`src/rtl/onchip_memory_arbiter_pkg.sv`:
```
// Shared definitions for the on-chip RAM arbiter: default widths, port indices
// and the round-robin pick function used by the two-way arbiter.
package onchip_memory_arbiter_pkg;

  localparam int ADDR_W_DEF = 10;
  localparam int DATA_W_DEF = 32;
  localparam int BE_W_DEF   = DATA_W_DEF / 8;

  localparam int PORT_CPU = 0;
  localparam int PORT_VID = 1;

  // Identifies one of the two requesters; also used as the round-robin pointer.
  typedef enum logic {
    SEL_CPU = 1'b0,
    SEL_VID = 1'b1
  } port_sel_e;

  // A lone requester always wins; on a conflict the port that did not win
  // last time gets the grant.
  function automatic logic [1:0] rr_pick(input logic [1:0] req, input port_sel_e last);
    logic [1:0] pick;
    pick = req;
    if (req == 2'b11) begin
      pick = (last == SEL_VID) ? 2'b01 : 2'b10;
    end
    return pick;
  endfunction

endpackage

```
`src/rtl/onchip_memory_arbiter_rr_arbiter2.sv`:
```
// Two-way round-robin arbiter: combinational one-hot grant from the requests and
// the registered pointer of the last granted port.
module rr_arbiter2
  import onchip_memory_arbiter_pkg::*;
(
  input  logic       clk,
  input  logic       reset,
  input  logic [1:0] req,
  output logic [1:0] grant
);

  port_sel_e rr_last;

  // Grants are suppressed entirely while reset is held so nothing reaches the RAM.
  always_comb begin
    grant = 2'b00;
    if (!reset) begin
      grant = rr_pick(req, rr_last);
    end
  end

  // Remember who won; reset points at port 1 so port 0 wins the first conflict.
  always_ff @(posedge clk or posedge reset) begin
    if (reset) begin
      rr_last <= SEL_VID;
    end else if (|grant) begin
      rr_last <= port_sel_e'(grant[1]);
    end
  end

endmodule

```
`src/rtl/onchip_memory_arbiter.sv`:
```
// Shares the single-port on-chip RAM between the CPU data master (port 0) and the
// video/game-state engine (port 1). One access per cycle, reads return one cycle
// after acceptance.
module onchip_memory_arbiter
  import onchip_memory_arbiter_pkg::*;
#(
  parameter int ADDR_W = ADDR_W_DEF,
  parameter int DATA_W = DATA_W_DEF,
  parameter int BE_W   = BE_W_DEF
) (
  input  logic              clk,
  input  logic              reset,

  input  logic [ADDR_W-1:0] m0_address,
  input  logic              m0_read,
  input  logic              m0_write,
  input  logic [BE_W-1:0]   m0_byteenable,
  input  logic [DATA_W-1:0] m0_writedata,
  output logic              m0_waitrequest,
  output logic [DATA_W-1:0] m0_readdata,
  output logic              m0_readdatavalid,

  input  logic [ADDR_W-1:0] m1_address,
  input  logic              m1_read,
  input  logic              m1_write,
  input  logic [BE_W-1:0]   m1_byteenable,
  input  logic [DATA_W-1:0] m1_writedata,
  output logic              m1_waitrequest,
  output logic [DATA_W-1:0] m1_readdata,
  output logic              m1_readdatavalid,

  output logic [ADDR_W-1:0] mem_address,
  output logic [BE_W-1:0]   mem_byteenable,
  output logic              mem_chipselect,
  output logic              mem_write,
  output logic [DATA_W-1:0] mem_writedata,
  output logic              mem_clken,
  input  logic [DATA_W-1:0] mem_readdata
);

  logic [1:0] req;
  logic [1:0] grant;
  logic       read_granted;
  logic       rd_valid;
  port_sel_e  rd_port;

  assign req[PORT_CPU] = m0_read | m0_write;
  assign req[PORT_VID] = m1_read | m1_write;

  rr_arbiter2 u_arb (
    .clk   (clk),
    .reset (reset),
    .req   (req),
    .grant (grant)
  );

  assign m0_waitrequest = req[PORT_CPU] & ~grant[PORT_CPU];
  assign m1_waitrequest = req[PORT_VID] & ~grant[PORT_VID];

  assign read_granted = (grant[PORT_CPU] & m0_read) | (grant[PORT_VID] & m1_read);

  // Steer the winning port onto the RAM; port 0 drives the bus when idle.
  always_comb begin
    mem_address    = m0_address;
    mem_byteenable = m0_byteenable;
    mem_writedata  = m0_writedata;
    mem_write      = 1'b0;
    if (grant[PORT_VID]) begin
      mem_address    = m1_address;
      mem_byteenable = m1_byteenable;
      mem_writedata  = m1_writedata;
      mem_write      = m1_write;
    end else if (grant[PORT_CPU]) begin
      mem_write      = m0_write;
    end
  end

  assign mem_chipselect = |grant;
  assign mem_clken      = 1'b1;

  // Track which port owns the RAM output in the cycle after a read is issued.
  always_ff @(posedge clk or posedge reset) begin
    if (reset) begin
      rd_valid <= 1'b0;
      rd_port  <= SEL_CPU;
    end else begin
      rd_valid <= read_granted;
      if (read_granted) begin
        rd_port <= port_sel_e'(grant[PORT_VID]);
      end
    end
  end

  assign m0_readdatavalid = rd_valid & (rd_port == SEL_CPU);
  assign m1_readdatavalid = rd_valid & (rd_port == SEL_VID);
  assign m0_readdata      = mem_readdata;
  assign m1_readdata      = mem_readdata;

endmodule
```
`config.mk`:
```
export PLATFORM = sky130hd
export DESIGN_NAME = onchip_memory_arbiter
export DESIGN_NICKNAME = d
export VERILOG_FILES = /design/src/rtl/onchip_memory_arbiter_pkg.sv /design/src/rtl/onchip_memory_arbiter_rr_arbiter2.sv /design/src/rtl/onchip_memory_arbiter.sv
export SDC_FILE = /design/constraint.sdc
export NUM_CORES = 1
export LEC_CHECK = 0
export ABC_AREA = 1
export BUFFER_PORTS_ARGS = -buffer_cell sky130_fd_sc_hd__buf_2
export CAP_MARGIN = 20
export CORE_AREA = 3 3 96 98
export DETAILED_ROUTE_END_ITERATION = 12
export DIE_AREA = 0 0 99 101
export SLEW_MARGIN = 20
export SYNTH_ARGS = -nofsm -noshare
export SYNTH_HDL_FRONTEND = slang
export SYNTH_SLANG_ARGS = --single-unit
```
`constraint.sdc`:
```
create_clock -name clk -period 1.25 [get_ports clk]
set_input_delay 0 -clock clk [delete_from_list [all_inputs] [get_ports clk]]
set_output_delay 0 -clock clk [all_outputs]
set_load 0.05 [all_outputs]
```
==> results of run 1 <==
power breakdown:
group	internal (mW)	switching [mW]	total [mW]
Clock	0.218	0.0656	0.283
Combinational	1.10	1.65	2.75
Sequential	0.135	0.0231	0.158
cells in the mapped netlist:
cell type                  number  share of area [%]
sky130_fd_sc_hd__a21oi_1        1               0.39
sky130_fd_sc_hd__buf_2          3                1.2
sky130_fd_sc_hd__buf_4         69                 41
sky130_fd_sc_hd__buf_6          2                1.8
sky130_fd_sc_hd__clkbuf_1       1               0.29
sky130_fd_sc_hd__conb_1         1               0.29
sky130_fd_sc_hd__dfrtp_1        2                3.9
sky130_fd_sc_hd__dfstp_2        1                2.1
sky130_fd_sc_hd__inv_1          7                2.1
sky130_fd_sc_hd__inv_2          1               0.29
sky130_fd_sc_hd__nand2_1      144                 42
sky130_fd_sc_hd__nand2_2        1               0.49
sky130_fd_sc_hd__nand3_1        1               0.39
sky130_fd_sc_hd__nor2_1         7                2.1
sky130_fd_sc_hd__nor2_2         1               0.49
sky130_fd_sc_hd__o21ai_0        3                1.2
sky130_fd_sc_hd__o21ai_1        1               0.39
cells by family after synthesis:
| kind of cell | synth area share, % |
|---|---|
| simple gates | 45.7 |
| buf+inv | 46.1 |
| compound gates | 1.96 |
| flops | 5.97 |
| other cells | 0.293 |
worst max-delay path, stage by stage, from the launching register on:
cell                      delay, ns
sky130_fd_sc_hd__dfstp_2       0.54
sky130_fd_sc_hd__o21ai_2       0.08
sky130_fd_sc_hd__nand2_4       0.12
sky130_fd_sc_hd__buf_12        0.18
sky130_fd_sc_hd__nand2_1       0.11
sky130_fd_sc_hd__nand2_4       0.08
sky130_fd_sc_hd__buf_6         0.15
area by class of cell:
| type | instances | area (um2) |
|---|---|---|
| fillers | 905 | 6030 |
| inverters | 8 | 37.5 |
| well taps | 108 | 135 |
| multi-input cells | 160 | 823 |
| flip-flops and latches | 3 | 76.3 |
| clock buffers | 4 | 45.0 |
| repair buffers | 165 | 1410 |
flip-flops by register name, indices dropped and copies added, names as in the netlist:
register and flops:
rd_port 1, rd_valid 1, u_arb.rr_last 1
through the flow:
step / setup slack, ns / util, % / TNS [ns]
floorplan: -0.0480 / - / -0.263
global placement: -0.111 / 22.1 / -3.11
detailed placement: -0.139 / 22.1 / -4.37
CTS: -0.260 / 29.2 / -10.85
global route: -0.311 / 29.5 / -13.71
finish: -0.245 / 29.5 / -10.86
worst max path at each step:
stage                   endpoint  slack, ns          start  depth (start not counted)
2_1_floorplan     m1_waitrequest      -0.05  u_arb.rr_last                          5
3_3_place_gp   mem_writedata[17]      -0.11  u_arb.rr_last                          6
3_5_place_dp   mem_writedata[13]      -0.14  u_arb.rr_last                          6
4_1_cts        mem_writedata[11]      -0.26  u_arb.rr_last                          7
5_1_grt        mem_writedata[22]      -0.31  u_arb.rr_last                          6
6_report       mem_writedata[13]      -0.24  u_arb.rr_last                          6
routing by layer:
metal  wire length [um]  vias to the layer above  track usage [%]  part of all wire, %
li1                   -                      848                -                    -
met1               1690                      723             9.19                   31
met2               3020                      105             20.2                   56
met3                588                       24             2.21                   11
met4                139                        0             3.68                  2.6
met5                  0                        -                0                    0
repair_timing:
item                                   in CTS  in global routing
endpoints found under the hold margin       3                  0
cloned                                      3                  1
setup buffers                               5                  1
hold buffers                                1                  0
setup endpoints to repair                  51                 51
resized for setup                         141                  7
pin swaps                                   3                  5
==> impl_metrics.toml, run 1 <==
[layout]
finish.instance_area_mm2 = 0.00252
drive_above_1_share_pct = 68.8
final_common_cell = "sky130_fd_sc_hd__buf_2"
insertedDiodeCount = 0
layout-area-overhead-vs-synth_pct = 97.3
layout_common_cells = "sky130_fd_sc_hd__buf_2, sky130_fd_sc_hd__nand2_1, sky130_fd_sc_hd__nand2_2"
fin_nets = 471
post_route_insts_no_fill = 448

[timing]
timing.hold.ws_ns = 0.0000230
hold_violations = 0
final_period_minus_worst_setup_slack_ns = 1.49
fmax_ghz = 0.669
final-max-slew-violation-count = 0
final_critical_path_setup_slack_ns = -0.245
timing.final.crit_share_pct = 120
maximum_clock_skew_at_final_layout_ns = 0.000164
setup_viol_count_final = 52
grt_setup_unrepaired = "true"

[critical_path]
cp.required_ns = 1.25
worstReg2RegEnd = "u_arb.rr_last"
criticalPathCategory = "reg2out"
crit_path_end_kind = "primary output"
rr_worst_depth = 9
worstPathArrival_ns = 1.49
critPathMaxFanout = 31
r2r_setup_slack_ns = -0.09
worst_r2r_startpoint = "u_arb.rr_last"
timing.critical_path.from_type = "flip-flop"

[clocking]
cts_inserted_buffers = 3
tritoncts_num_sinks = 3
worst_skew_pair.late_latency_ns = 0.21
max-clock-path-buffers = 2
tritoncts = "built"
clk_transition_reported_paths_ns = 0.03
clock_tree.root_cell = "sky130_fd_sc_hd__clkbuf_8"
cts-htree-levels = 1

[synthesis]
synth_warnings = 0
mappedNetlistNets = 376
synth_seq_area_share_pct = 5.97
postSynthAreaPerCell_um2 = 5.20
synthesis.area_mm2 = 0.00128
postSynthRegisterBits = 3
netlist_instances = 246
yosys.cell_types.count = 17

[detailed_routing]
routedWlPerCell_um = 12.1
detail_route.iter0.violations = 25
detail_route.drc_violations = 0
antenna_violating_nets_post_route = 0
detail_route.first_pass.iterations = 4
post_drt_via_cell_ratio = 3.79
num_vias = 1700
wl_um = 5440

[floorplanning]
fp.dieArea_mm2 = 0.0100
boundaryPins = 247
start_util_pct = 15.0
num_rows = 34
core_mm2 = 0.00855
die-height_um = 101
die_x_um = 99

[global_route]
grt_use_total_pct = 9.81
pin_count_of_the_biggest_net_entering_global_routing = 32
via_count_of_the_first_global_routing_pass = 1719
grt_antenna_before_repair = 0
grt_pass1_wl_um = 7870
globalRouteOverflowTotal = 0

[worst_hold_path]
min-delay-start = "mem_readdata[27]"
min_path_cells = 0
hold_path_class = "in2out"
worstHoldEndpoint = "m0_readdata[27]"

[power]
leakage_power_summed_over_all_cells_nw = 1.42
power.total_mw = 3.19
pwr_density_cell_mw_per_mm2 = 1260
ir_worst_vdd_v = 0.000369

[placed_design]
final_weighted_congestion_in_routability_driven_placement = 0.776
dpl_cell_area_mm2 = 0.00189
dp_cells = 434
dp_hpwl_um = 3910
io_buffers = 149

[run_status]
violations_in_the_final_reports = "negative setup slack"
outcome = "finished, violations left"

[run]
cap_viol_max_count = 0
No activity file was read; power rests on OpenSTA's default activity.
==> run 2: changes to the inputs <==
--- a/config.mk
+++ b/config.mk
@@ -9,6 +9,7 @@
 export BUFFER_PORTS_ARGS = -buffer_cell sky130_fd_sc_hd__buf_2
 export CAP_MARGIN = 20
 export CORE_AREA = 3 3 96 98
+export CTS_BUF_LIST = sky130_fd_sc_hd__clkbuf_2 sky130_fd_sc_hd__clkbuf_4 sky130_fd_sc_hd__clkbuf_8
 export DETAILED_ROUTE_END_ITERATION = 12
 export DIE_AREA = 0 0 99 101
 export SLEW_MARGIN = 20
==> impl_metrics.toml, run 2 (synthesis results as in run 1) <==
[clocking]
max-clock-path-buffers = 2
tritoncts_num_sinks = 3
cts_inserted_buffers = 3
cts-htree-levels = 1
worst_skew_pair.late_latency_ns = 0.21
clk_transition_reported_paths_ns = 0.03
tritoncts = "built"
clock_tree.root_cell = "sky130_fd_sc_hd__clkbuf_8"

[critical_path]
critPathMaxStageDelay_ns = 0.54
critPathMaxFanout = 16
critPathSlowestCell = "sky130_fd_sc_hd__dfstp_2"
criticalPathCategory = "reg2out"
worstReg2RegEnd = "u_arb.rr_last"
timing.critical_path.from_type = "flip-flop"
worstSetupEndpoint = "mem_address[9]"
r2r_setup_slack_ns = -0.13
crit_path_end_kind = "primary output"
rr_worst_depth = 9
crit_start = "u_arb.rr_last"
worstPathArrival_ns = 1.50
cp.required_ns = 1.25
worst_r2r_startpoint = "u_arb.rr_last"
crit_chain = "o21ai_4, nand2_4, buf_8, nand2_1, nand2_2, buf_12"

[timing]
fmax_ghz = 0.668
fin_tns_setup_ns = -10.92
setup_viol_count_final = 52
grt_setup_unrepaired = "true"
timing.hold.ws_ns = 0.0000230
final_period_minus_worst_setup_slack_ns = 1.50
final-max-slew-violation-count = 0
timing.final.crit_share_pct = 120
maximum_clock_skew_at_final_layout_ns = 0.000443
hold_violations = 0
final_critical_path_setup_slack_ns = -0.246

[layout]
finish.instance_area_mm2 = 0.00259
layout_common_cells = "sky130_fd_sc_hd__buf_2, sky130_fd_sc_hd__nand2_1, sky130_fd_sc_hd__nand2_2"
final_common_cell = "sky130_fd_sc_hd__buf_2"
layout-area-overhead-vs-synth_pct = 103
drive_above_1_share_pct = 70.3
insertedDiodeCount = 0
biggestRegsByFlops = "rd_port: 1 flops, rd_valid: 1 flops, u_arb.rr_last: 1 flops"
fin_nets = 471

[power]
p_sw_mw = 1.77
share_clk_of_total_power_pct = 9.2
combPwrFrac_pct = 86.0
leakage_power_summed_over_all_cells_nw = 1.45
power.total_mw = 3.30
pwr_density_cell_mw_per_mm2 = 1270
ir_worst_vdd_v = 0.000375
seq_power_share_pct = 4.9
switching_part_of_the_total_pct = 53.6
p_int_mw = 1.53

[floorplanning]
num_rows = 34
fp.dieArea_mm2 = 0.0100
die-height_um = 101
start_util_pct = 15.0
core_mm2 = 0.00855
die_x_um = 99
boundaryPins = 247

[detailed_routing]
routedWlPerCell_um = 12.6
detail_route.iter0.violations = 31
num_vias = 1725
detail_route.first_pass.iterations = 6
detail_route.drc_violations = 0
wl_um = 5670
post_drt_via_cell_ratio = 3.85
antenna_violating_nets_post_route = 0

[global_route]
pin_count_of_the_biggest_net_entering_global_routing = 19
globalRouteOverflowTotal = 0
grt_use_total_pct = 10.3
grt_antenna_before_repair = 0
via_count_of_the_first_global_routing_pass = 1756
grt_pass1_wl_um = 8170

[placed_design]
dpl_cell_area_mm2 = 0.00189
final_weighted_congestion_in_routability_driven_placement = 0.776
io_buffers = 149
dp_hpwl_um = 3910

[run]
cap_viol_max_count = 0

[run_status]
violations_in_the_final_reports = "negative setup slack"
outcome = "finished, violations left"

[worst_hold_path]
hold_path_class = "in2out"
==> run 2: cell counts in the layout (fill, tap and decap cells not counted) <==
Identical to the previous run, type by type.
==> run 2: power by group through the flow <==
stage          Combinational, mW  Clock [mW]  Sequential [mW]
2_1_floorplan               2.05           0            0.147
5_1_grt                     2.99       0.319            0.163
3_3_place_gp                2.07           0            0.150
6_report                    2.83       0.302            0.160
3_5_place_dp                2.09           0            0.154
4_1_cts                     2.87       0.310            0.161
==> run 2: metal layers <==
metal	vias to the layer above	routed length, um	GRT usage [%]
met5	-	0	0
met4	0	153	3.99
met2	110	3210	21.4
li1	850	-	-
met1	739	1720	9.35
met3	26	579	2.42
==> run 2: timing repair <==
action	in CTS	in global routing
endpoints found under the setup margin	51	53
hold buffers	1	0
pin swaps	3	4
gates resized for setup	163	12
endpoints found under the hold margin	3	0
gates cloned	3	1
setup buffers	9	0
==> run 2: cell type report <==
type	instances	area, um2
repair buffers	165	1460
inverters	8	37.5
fillers	897	5960
multi-input cells	160	841
clock buffers	4	48.8
well taps	108	135
flip-flops and latches	3	76.3
==> run 2: worst max-delay path, delay by kind of cell, from the launching register on <==
family	cells	cell delay, ns
buffers and inverters	2	0.33
DFF	1	0.54
AOI/OAI and AO/OA	1	0.07
and+or+nand+nor	3	0.34
==> run 2: worst min-delay path by stage <==
| stage | startpoint | end | slack [ns] | cells past startpoint |
|---|---|---|---|---|
| floorplan | reset | rd_port | -0.25 | 1 |
| global placement | reset | rd_valid | -0.10 | 2 |
| detailed placement | reset | rd_valid | -0.09 | 2 |
| CTS | mem_readdata[18] | m0_readdata[18] | 0.0005 | 0 |
| global route | mem_readdata[8] | m1_readdata[8] | 0.0001 | 0 |
| finish | mem_readdata[27] | m0_readdata[27] | 0.00002 | 0 |
==> run 2: per-stage QoR <==
step / utilization (%) / setup slack (ns) / cells
3_5_place_dp: 22.1 / -0.139 / 434
2_1_floorplan: - / -0.0480 / 246
4_1_cts: 30.5 / -0.294 / 450
5_1_grt: 30.3 / -0.297 / 448
3_3_place_gp: 22.1 / -0.111 / 434
6_report: 30.3 / -0.246 / 448
==> run 3: changes to the inputs <==
==> constraint.sdc (replaced) <==
create_clock -name clk -period 1.45 [get_ports clk]
set_input_delay 0 -clock clk [delete_from_list [all_inputs] [get_ports clk]]
set_output_delay 0 -clock clk [all_outputs]
set_load 0.05 [all_outputs]
==> impl_metrics.toml, run 3 (synthesis results as in run 1) <==
[critical_path]
crit_path_end_kind = "primary output"
critPathMaxFanout = 6
crit_chain = "o21ai_4, nand2_4, buf_8, clkbuf_16, nand2_2, nand2_2, buf_8"
cp.required_ns = 1.45
worstPathArrival_ns = 1.54
critPathSlowestCell = "sky130_fd_sc_hd__dfstp_2"
timing.critical_path.from_type = "flip-flop"
criticalPathCategory = "reg2out"
critPathMaxStageDelay_ns = 0.55
r2r_setup_slack_ns = 0.35

[layout]
insertedDiodeCount = 0
drive_above_1_share_pct = 71.7
layout_common_cells = "sky130_fd_sc_hd__buf_2, sky130_fd_sc_hd__nand2_1, sky130_fd_sc_hd__nand2_2"
post_route_insts_no_fill = 447
biggestRegsByFlops = "rd_port: 1 flops, rd_valid: 1 flops, u_arb.rr_last: 1 flops"
layout-area-overhead-vs-synth_pct = 107
final_common_cell = "sky130_fd_sc_hd__buf_2"
fin_nets = 470

[detailed_routing]
antenna_violating_nets_post_route = 0
routedWlPerCell_um = 14.1
detail_route.drc_violations = 0
detail_route.first_pass.iterations = 3
post_drt_via_cell_ratio = 3.87
detail_route.iter0.violations = 16
num_vias = 1729
wl_um = 6290

[placed_design]
io_buffers = 149
final_weighted_congestion_in_routability_driven_placement = 0.674
dp_cells = 432
dp_hpwl_um = 4090

[timing]
final_period_minus_worst_setup_slack_ns = 1.54
fmax_ghz = 0.651
final-max-slew-violation-count = 0
final_critical_path_setup_slack_ns = -0.0870
grt_setup_unrepaired = "true"
hold_violations = 0
maximum_clock_skew_at_final_layout_ns = 0.00347
timing.hold.ws_ns = 0.0000230
setup_viol_count_final = 47
timing.final.crit_share_pct = 106

[power]
ir_worst_vdd_v = 0.000594
pwr_density_cell_mw_per_mm2 = 1080
leakage_power_summed_over_all_cells_nw = 1.47

[clocking]
max-clock-path-buffers = 2
cts_inserted_buffers = 3
clock_tree.root_cell = "sky130_fd_sc_hd__clkbuf_8"
clk_transition_reported_paths_ns = 0.04
cts-htree-levels = 1
tritoncts = "built"
tritoncts_num_sinks = 3
worst_skew_pair.late_latency_ns = 0.22

[global_route]
via_count_of_the_first_global_routing_pass = 1698
globalRouteOverflowTotal = 0
pin_count_of_the_biggest_net_entering_global_routing = 22
grt_pass1_wl_um = 8600
grt_use_total_pct = 10.7
grt_antenna_before_repair = 0

[floorplanning]
core_mm2 = 0.00855
boundaryPins = 247
num_rows = 34
die-height_um = 101
die_x_um = 99
fp.dieArea_mm2 = 0.0100
start_util_pct = 15.0

[run]
cap_viol_max_count = 0

[run_status]
outcome = "finished, violations left"
violations_in_the_final_reports = "negative setup slack"

[worst_hold_path]
hold_path_class = "in2out"
## run 3: path summary, 6_finish.rpt
path                                       start                end  cells past startpoint
worst max-delay path               u_arb.rr_last  mem_writedata[10]                      7
worst min-delay path            mem_readdata[15]    m1_readdata[15]                      0
worst max register to register     u_arb.rr_last      u_arb.rr_last                      4
worst min register to register     u_arb.rr_last      u_arb.rr_last                      2
max in group asynchronous                  reset      u_arb.rr_last                      3
min in group asynchronous                  reset           rd_valid                      3
## run 3: cell type report
| type | count | area (um2) |
|---|---|---|
| multi-input cells | 160 | 877 |
| clock buffers | 4 | 48.8 |
| fillers | 943 | 5910 |
| repair buffers | 164 | 1470 |
| well taps | 108 | 135 |
| flip-flops and latches | 3 | 76.3 |
| inverters | 8 | 35.0 |
## run 3: metrics by stage
stage	total power [mW]	utilization [%]	setup WS, ns	setup TNS (ns)	instance area, um2
after floorplan	1.79	-	0.0822	0	1280
after global placement	1.80	20.2	0.126	0	1730
after detailed placement	1.81	20.2	0.0965	0	1730
after CTS	2.55	26.1	-0.0657	-1.93	2230
after global routing	3.02	30.9	-0.146	-5.67	2640
final	2.86	30.9	-0.0870	-2.46	2640
## run 3: metal layers
metal  track usage, %  up-vias  routed length (um)
met5                0        -                   0
met4             4.52        0                 173
met3             2.63       32                 481
met2             17.4       80                3250
met1             13.4      770                2390
li1                 -      847                   -
## run 3: worst max-delay path: cells and delay by family, from the launching register on
family	cells	cell delay, ns
AOI/OAI and AO/OA	1	0.07
buffers and inverters	3	0.45
DFF	1	0.55
and+or+nand+nor	3	0.24
## run 3: report_power, final
part           internal [mW]  total [mW]  switching, mW
Combinational          0.994        2.46           1.46
Sequential             0.116       0.137         0.0209
Clock                  0.207       0.269         0.0618
Total                   1.32        2.86           1.55
## run 3: repair_timing
action                                 4_1_cts  5_1_grt
resized for setup                          104      107
setup endpoints to repair                   48       49
setup buffers                                3        0
hold buffers                                 1        0
cloned                                       4        4
endpoints found under the hold margin        3        0
pin swaps                                    8       39
